$ cat src/rtl/sprite_pkg.sv
// -----------------------------------------------------------------------------
// sprite_pkg
// Shared constants and types for the sprite ROM arbitration path.
//   SPRITE_ADDR_W / SPRITE_DATA_W : default sprite ROM address / word widths
//   SPRITE_MAX_REQ                : largest supported requester count
//   req_id_t                      : requester index
//   rom_tag_t                     : in-flight read tag {valid, id}
// -----------------------------------------------------------------------------
package sprite_pkg;

   localparam int unsigned SPRITE_ADDR_W  = 12;
   localparam int unsigned SPRITE_DATA_W  = 4;
   localparam int unsigned SPRITE_MAX_REQ = 8;

   // Sized for the largest configuration so every build shares one tag type.
   typedef logic [$clog2(SPRITE_MAX_REQ)-1:0] req_id_t;

   typedef struct packed {
      logic    valid;
      req_id_t id;
   } rom_tag_t;

endpackage

$ cat src/rtl/rr_pick.sv
// -----------------------------------------------------------------------------
// rr_pick
// Combinational round-robin picker. Search starts just after the last grant
// and wraps modulo NUM_REQ; the first set request wins.
//   i_req   : request vector
//   i_last  : index of the previous grant
//   o_grant : one-hot grant (zero when no request)
//   o_id    : index of the granted requester
//   o_any   : a grant was made
// -----------------------------------------------------------------------------
module rr_pick
   import sprite_pkg::*;
#(
   parameter int unsigned NUM_REQ = 4
) (
   input  logic [NUM_REQ-1:0] i_req,
   input  req_id_t            i_last,
   output logic [NUM_REQ-1:0] o_grant,
   output req_id_t            o_id,
   output logic               o_any
);

   logic w_found;

   always_comb begin
      o_grant = '0;
      o_id    = '0;
      w_found = 1'b0;
      // First pass covers indices above the last grant, second pass wraps to 0.
      for (int j = 0; j < int'(NUM_REQ); j++) begin
         if (!w_found && i_req[j] && (j > int'(i_last))) begin
            o_grant[j] = 1'b1;
            o_id       = req_id_t'(j);
            w_found    = 1'b1;
         end
      end
      for (int j = 0; j < int'(NUM_REQ); j++) begin
         if (!w_found && i_req[j] && (j <= int'(i_last))) begin
            o_grant[j] = 1'b1;
            o_id       = req_id_t'(j);
            w_found    = 1'b1;
         end
      end
      o_any = w_found;
   end

endmodule

$ cat src/rtl/sprite_rom_arbiter.sv
// -----------------------------------------------------------------------------
// sprite_rom_arbiter
// Shares one synchronous sprite ROM among NUM_REQ draw units. One read is
// granted per cycle by round-robin; a tag pipeline follows each read through
// the ROM latency and returns the word to its issuer as a one-cycle pulse.
//   vga_clk / reset_n : pixel clock, async active-low reset
//   req_valid/req_addr: per-requester read requests (packed addresses)
//   req_ready         : one-hot grant
//   rom_rd/rom_addr   : registered ROM read strobe and address
//   rom_q             : ROM data, valid ROM_LAT cycles after rom_rd
//   rsp_valid/rsp_data: registered one-hot response pulse and shared word
// -----------------------------------------------------------------------------
module sprite_rom_arbiter
   import sprite_pkg::*;
#(
   parameter int unsigned NUM_REQ = 4,
   parameter int unsigned ADDR_W  = SPRITE_ADDR_W,
   parameter int unsigned DATA_W  = SPRITE_DATA_W,
   parameter int unsigned ROM_LAT = 1
) (
   input  logic                      vga_clk,
   input  logic                      reset_n,
   input  logic [NUM_REQ-1:0]        req_valid,
   input  logic [NUM_REQ*ADDR_W-1:0] req_addr,
   output logic [NUM_REQ-1:0]        req_ready,
   output logic                      rom_rd,
   output logic [ADDR_W-1:0]         rom_addr,
   input  logic [DATA_W-1:0]         rom_q,
   output logic [NUM_REQ-1:0]        rsp_valid,
   output logic [DATA_W-1:0]         rsp_data
);

   // Stage 0 lines up with rom_rd; stage ROM_LAT lines up with valid rom_q.
   localparam int unsigned NUM_STG = ROM_LAT + 1;

   req_id_t             r_last_grant;
   logic                r_rom_rd;
   logic [ADDR_W-1:0]   r_rom_addr;
   rom_tag_t            r_tag [NUM_STG];
   logic [NUM_REQ-1:0]  r_rsp_valid;
   logic [DATA_W-1:0]   r_rsp_data;

   logic [NUM_REQ-1:0]  w_grant;
   req_id_t             w_id;
   logic                w_any;
   logic [ADDR_W-1:0]   w_addr;
   rom_tag_t            w_head;
   logic [NUM_REQ-1:0]  w_rsp_onehot;

   rr_pick #(
      .NUM_REQ (NUM_REQ)
   ) u_pick (
      .i_req   (req_valid),
      .i_last  (r_last_grant),
      .o_grant (w_grant),
      .o_id    (w_id),
      .o_any   (w_any)
   );

   // One-hot grant selects the winning address without a variable index.
   always_comb begin
      w_addr = '0;
      for (int i = 0; i < int'(NUM_REQ); i++) begin
         if (w_grant[i]) begin
            w_addr = req_addr[i*ADDR_W +: ADDR_W];
         end
      end
   end

   assign w_head = r_tag[ROM_LAT];

   always_comb begin
      w_rsp_onehot = '0;
      for (int i = 0; i < int'(NUM_REQ); i++) begin
         w_rsp_onehot[i] = w_head.valid && (w_head.id == req_id_t'(i));
      end
   end

   always_ff @(posedge vga_clk or negedge reset_n) begin
      if (!reset_n) begin
         r_last_grant <= req_id_t'(NUM_REQ - 1);
         r_rom_rd     <= 1'b0;
         r_rom_addr   <= '0;
         r_rsp_valid  <= '0;
         r_rsp_data   <= '0;
         for (int k = 0; k < int'(NUM_STG); k++) begin
            r_tag[k] <= '0;
         end
      end else begin
         r_rom_rd <= w_any;
         if (w_any) begin
            r_last_grant <= w_id;
            r_rom_addr   <= w_addr;
         end
         r_tag[0] <= '{valid: w_any, id: w_id};
         for (int k = 1; k < int'(NUM_STG); k++) begin
            r_tag[k] <= r_tag[k-1];
         end
         r_rsp_valid <= w_rsp_onehot;
         if (w_head.valid) begin
            r_rsp_data <= rom_q;
         end
      end
   end

   assign req_ready = w_grant;
   assign rom_rd    = r_rom_rd;
   assign rom_addr  = r_rom_addr;
   assign rsp_valid = r_rsp_valid;
   assign rsp_data  = r_rsp_data;

endmodule
$ cat config.mk
export PLATFORM = sky130hd
export DESIGN_NAME = sprite_rom_arbiter
export DESIGN_NICKNAME = d
export VERILOG_FILES = /design/src/rtl/sprite_pkg.sv /design/src/rtl/rr_pick.sv /design/src/rtl/sprite_rom_arbiter.sv
export SDC_FILE = /design/constraint.sdc
export NUM_CORES = 1
export LEC_CHECK = 0
export CORE_ASPECT_RATIO = 1.75
export CORE_UTILIZATION = 38
export CTS_BUF_LIST = sky130_fd_sc_hd__clkbuf_4 sky130_fd_sc_hd__clkbuf_8 sky130_fd_sc_hd__clkbuf_16
export DETAILED_ROUTE_END_ITERATION = 8
export GPL_TIMING_DRIVEN = 1
export PLACE_DENSITY = 0.88
export SLEW_MARGIN = 20
export SYNTH_ARGS = -nofsm -noshare
export SYNTH_HDL_FRONTEND = slang
export SYNTH_SLANG_ARGS = --single-unit
$ cat constraint.sdc
create_clock -name vga_clk -period 2.4 [get_ports vga_clk]
set_input_delay 0.24 -clock vga_clk [delete_from_list [all_inputs] [get_ports vga_clk]]
set_output_delay 0.24 -clock vga_clk [all_outputs]
set_load 0.03 [all_outputs]
==> qor.csv <==
stage,metric,value,unit
logic_synthesis,Synth Net Count,199,
worst_setup_path,R2R Path End,rom_addr[10]$_DFFE_PN0P_,
cts,cts bufs inserted,3,
power_and_ir_drop,internal power,1210,µW
worst_setup_path,CP endpoint kind,primary output,
die,row count,29,
power_and_ir_drop,leakage power,0.00104,µW
finish,"most common cell after layout, fill and taps aside",clkdlybuf4s50_1,
drt,routed vias/inst,5.36,
worst_setup_path,CP Cell Sequence,inv_2 > a21oi_1 > o221a_2 > dlygate4sd2_1,
cts,hold_buf cts,0,
power_and_ir_drop,clock share of power,12.7,%
drt,first-pass iteration count of the detailed router,4,
die,Die ar.,4140,µm²
worst_setup_path,worst path required time,2160,ps
sta,fmax,471,MHz
cts,post-CTS setup repair buffer count,0,
cts,root cell of the clock tree,clkbuf_8,
cts,clk_lat worst skew,270,ps
cts,post_cts resized,1,
drt,Final ANT Viol Nets,0,
logic_synthesis,synth warn,0,
worst_setup_path,Worst setup startpoint,r_last_grant[1]$_DFFE_PN1P_,
worst_setup_path,critical path peak fanout,10,
sta,Clock Skew,3.56,ps
cts,CTS Buffer Depth,2,
worst_hold_path,worst min path class,input port to async pin,
power_and_ir_drop,switching portion of total power,37.6,%
worst_setup_path,reg2reg setup slack,420,ps
die,Die Y,84.4,µm
logic_synthesis,Post-Syn Area,1470,µm²
worst_setup_path,worst reg2reg path startpoint,r_last_grant[1]$_DFFE_PN1P_,
placement,post-detail-place hpwl,3140,µm
finish,Final nets,280,
global_route,All-Layer GR Usage,20.7,%
cts,Clock Sinks,28,
logic_synthesis,syn_area_per_cell,10.5,µm²
power_and_ir_drop,VDD IR-drop max,0.000398,V
sta,Final Slew Violations,0,
drt,drt total wl,3960,µm
finish,fin area,2370,µm²
sta,Slew @ Worst Pin,501,ps
drt,DRC,0,
placement,gpl congestion,0.828,
finish,final core utilization,64.7,%
global_route,initial antenna violation count,0,
power_and_ir_drop,sequential power share,36.6,%
logic_synthesis,post-synthesis sequential area ratio,47.7,%
drt,number of DRC markers in iteration 0,39,
global_route,first-pass GRT wire length,6650,µm
global_route,global route total overflow,0,
sta,relative slew slack,66.6,%
worst_setup_path,Crit. path cell count,4,
cts,htree depth,1,
finish,Antenna diodes,0,
sta,final hold viol count,0,
die,starting density of the core,40.2,%
worst_setup_path,CP startpoint kind,flop,
logic_synthesis,Synth Instances,141,
global_route,vias in the first global route,1494,
power_and_ir_drop,Power Density,818,nW/µm²
worst_setup_path,Crit Path Class,flop to primary output,
finish,fill count,307,
finish,most frequent cells in the layout,"78 x clkdlybuf4s50_1, 26 x dfrtp_1, 21 x a221o_1",
worst_setup_path,"Buf+Inv Stages, Crit Path",2,
sta,Tmin final,2120,ps
worst_setup_path,CP arrival,1880,ps
placement,Port Buf Inserts,82,
cts,"CTS clk-pin slew, worst paths",80,ps
die,IO Pins,83,
sta,period utilisation layout,88.5,%
flow_run,max cap viols,0,
global_route,pin count of the biggest net entering global routing,29,
power_and_ir_drop,combinational share of power,50.6,%
sta,setup TNS,0,ps
worst_setup_path,"slowest stage delay, CP",640,ps
sta,count of final setup violators,0,
cts,CTS tree,done,
finish,share of layout cells above drive strength 1,11.8,%
logic_synthesis,Synth cell types,30,
worst_setup_path,Worst setup endpoint,req_ready[0],
die,Die X,49.1,µm
run_status,outcome,"complete, no violations",
worst_setup_path,Crit path max-delay family,flip-flops,
worst_setup_path,"slowest stage cell, crit path",dfstp_2,
power_and_ir_drop,NetSw,728,µW
sta,RSZ-0062 raised after global routing,false,
drt,vias,1427,
logic_synthesis,Synth Register Bits,28,
finish,Area Growth Syn to Fin,60.8,%
drt,wire per inst,14.9,µm
worst_setup_path,worst r2r path cells,5,
placement,DP Area,2330,µm²
die,total core area,3660,µm²
## synthesized netlist by cell type, drive strengths merged
| cell | n | share of area, % |
|---|---|---|
| o22a | 1 | 0.59 |
| a211o | 1 | 0.59 |
| and2 | 13 | 5.6 |
| dfrtp | 26 | 44 |
| nor4 | 1 | 0.42 |
| nor3b | 1 | 0.51 |
| a221o | 24 | 17 |
| nor2 | 3 | 0.76 |
| a21oi | 17 | 5.8 |
| mux2 | 5 | 3.8 |
| dfstp | 2 | 3.6 |
| o221a | 1 | 0.76 |
| and3b | 1 | 0.59 |
| buf | 9 | 4.9 |
| inv | 16 | 4.1 |
| o21ai | 6 | 2.0 |
| o22ai | 1 | 0.42 |
| nor2b | 2 | 1.0 |
| nand2 | 2 | 0.51 |
| nand2b | 1 | 0.42 |
| clkbuf | 3 | 0.76 |
| and3 | 3 | 1.3 |
| or2 | 2 | 0.85 |
## how the worst min path moves through the flow
| stage | startpoint | to | slack (ps) | depth (start not counted) |
|---|---|---|---|---|
| after global routing | reset_n | r_tag[5]$_DFF_PN0_ | 380 | 2 |
| final | reset_n | rom_addr[8]$_DFFE_PN0P_ | 330 | 2 |
| after CTS | reset_n | rom_addr[11]$_DFFE_PN0P_ | 340 | 2 |
| after detailed placement | r_tag[4]$_DFF_PN0_ | r_tag[0]$_DFF_PN0_ | 350 | 0 |
| after global placement | r_tag[4]$_DFF_PN0_ | r_tag[0]$_DFF_PN0_ | 330 | 0 |
| after floorplan | reset_n | r_tag[0]$_DFF_PN0_ | -60 | 0 |
## metal layers
layer / up-vias / track usage [%] / wire length [µm]
met5: - / 0 / 0
met2: 65 / 38.6 / 2250
li1: 677 / - / -
met3: 7 / 3.44 / 206
met4: 0 / 7.22 / 62
met1: 678 / 22.8 / 1440
## sequential cells by signal, indices dropped and copies added, names as in the netlist
signal / flops
rom_addr: 12
r_tag: 6
rsp_data: 4
rsp_valid: 4
r_last_grant: 2
## final cells by class
cell class / count / area [µm²] / area share [%]
sequential: 28 / 703 / 29.7
multi-input combinational: 85 / 633 / 26.7
clock buffer: 3 / 41.3 / 1.74
timing repair buffer: 88 / 875 / 36.9
inverter: 16 / 60.1 / 2.53
tap: 46 / 57.6 / 2.43
## power groups by stage
stage | Clock (µW) | Combinational [µW] | Sequential (µW)
2_1_floorplan | 0 | 407 | 887
3_3_place_gp | 0 | 967 | 709
3_5_place_dp | 0 | 989 | 716
4_1_cts | 255 | 987 | 711
5_1_grt | 276 | 1050 | 729
6_report | 247 | 981 | 710
## kinds of logic (layout without fill, tap and decap cells)
| group | after synthesis | count (layout) | synth area share [%] |
|---|---|---|---|
| DFF | 28 | 28 | 47.7 |
| AOI/OAI and AO/OA | 51 | 51 | 26.7 |
| and+or+nand+nor | 29 | 29 | 12.0 |
| muxes | 5 | 5 | 3.82 |
| buffers and inverters | 28 | 107 | 9.76 |
## through the flow
step	hold WS (ps)	instances	worst slack, ps	power, µW
detailed placement	353	263	109	1710
finish	335	266	277	1940
global route	376	266	211	2050
global placement	335	263	177	1680
CTS	344	266	48.1	1950
floorplan	-55.6	141	440	1290
Note: power is estimated with default switching activity, not from simulation.
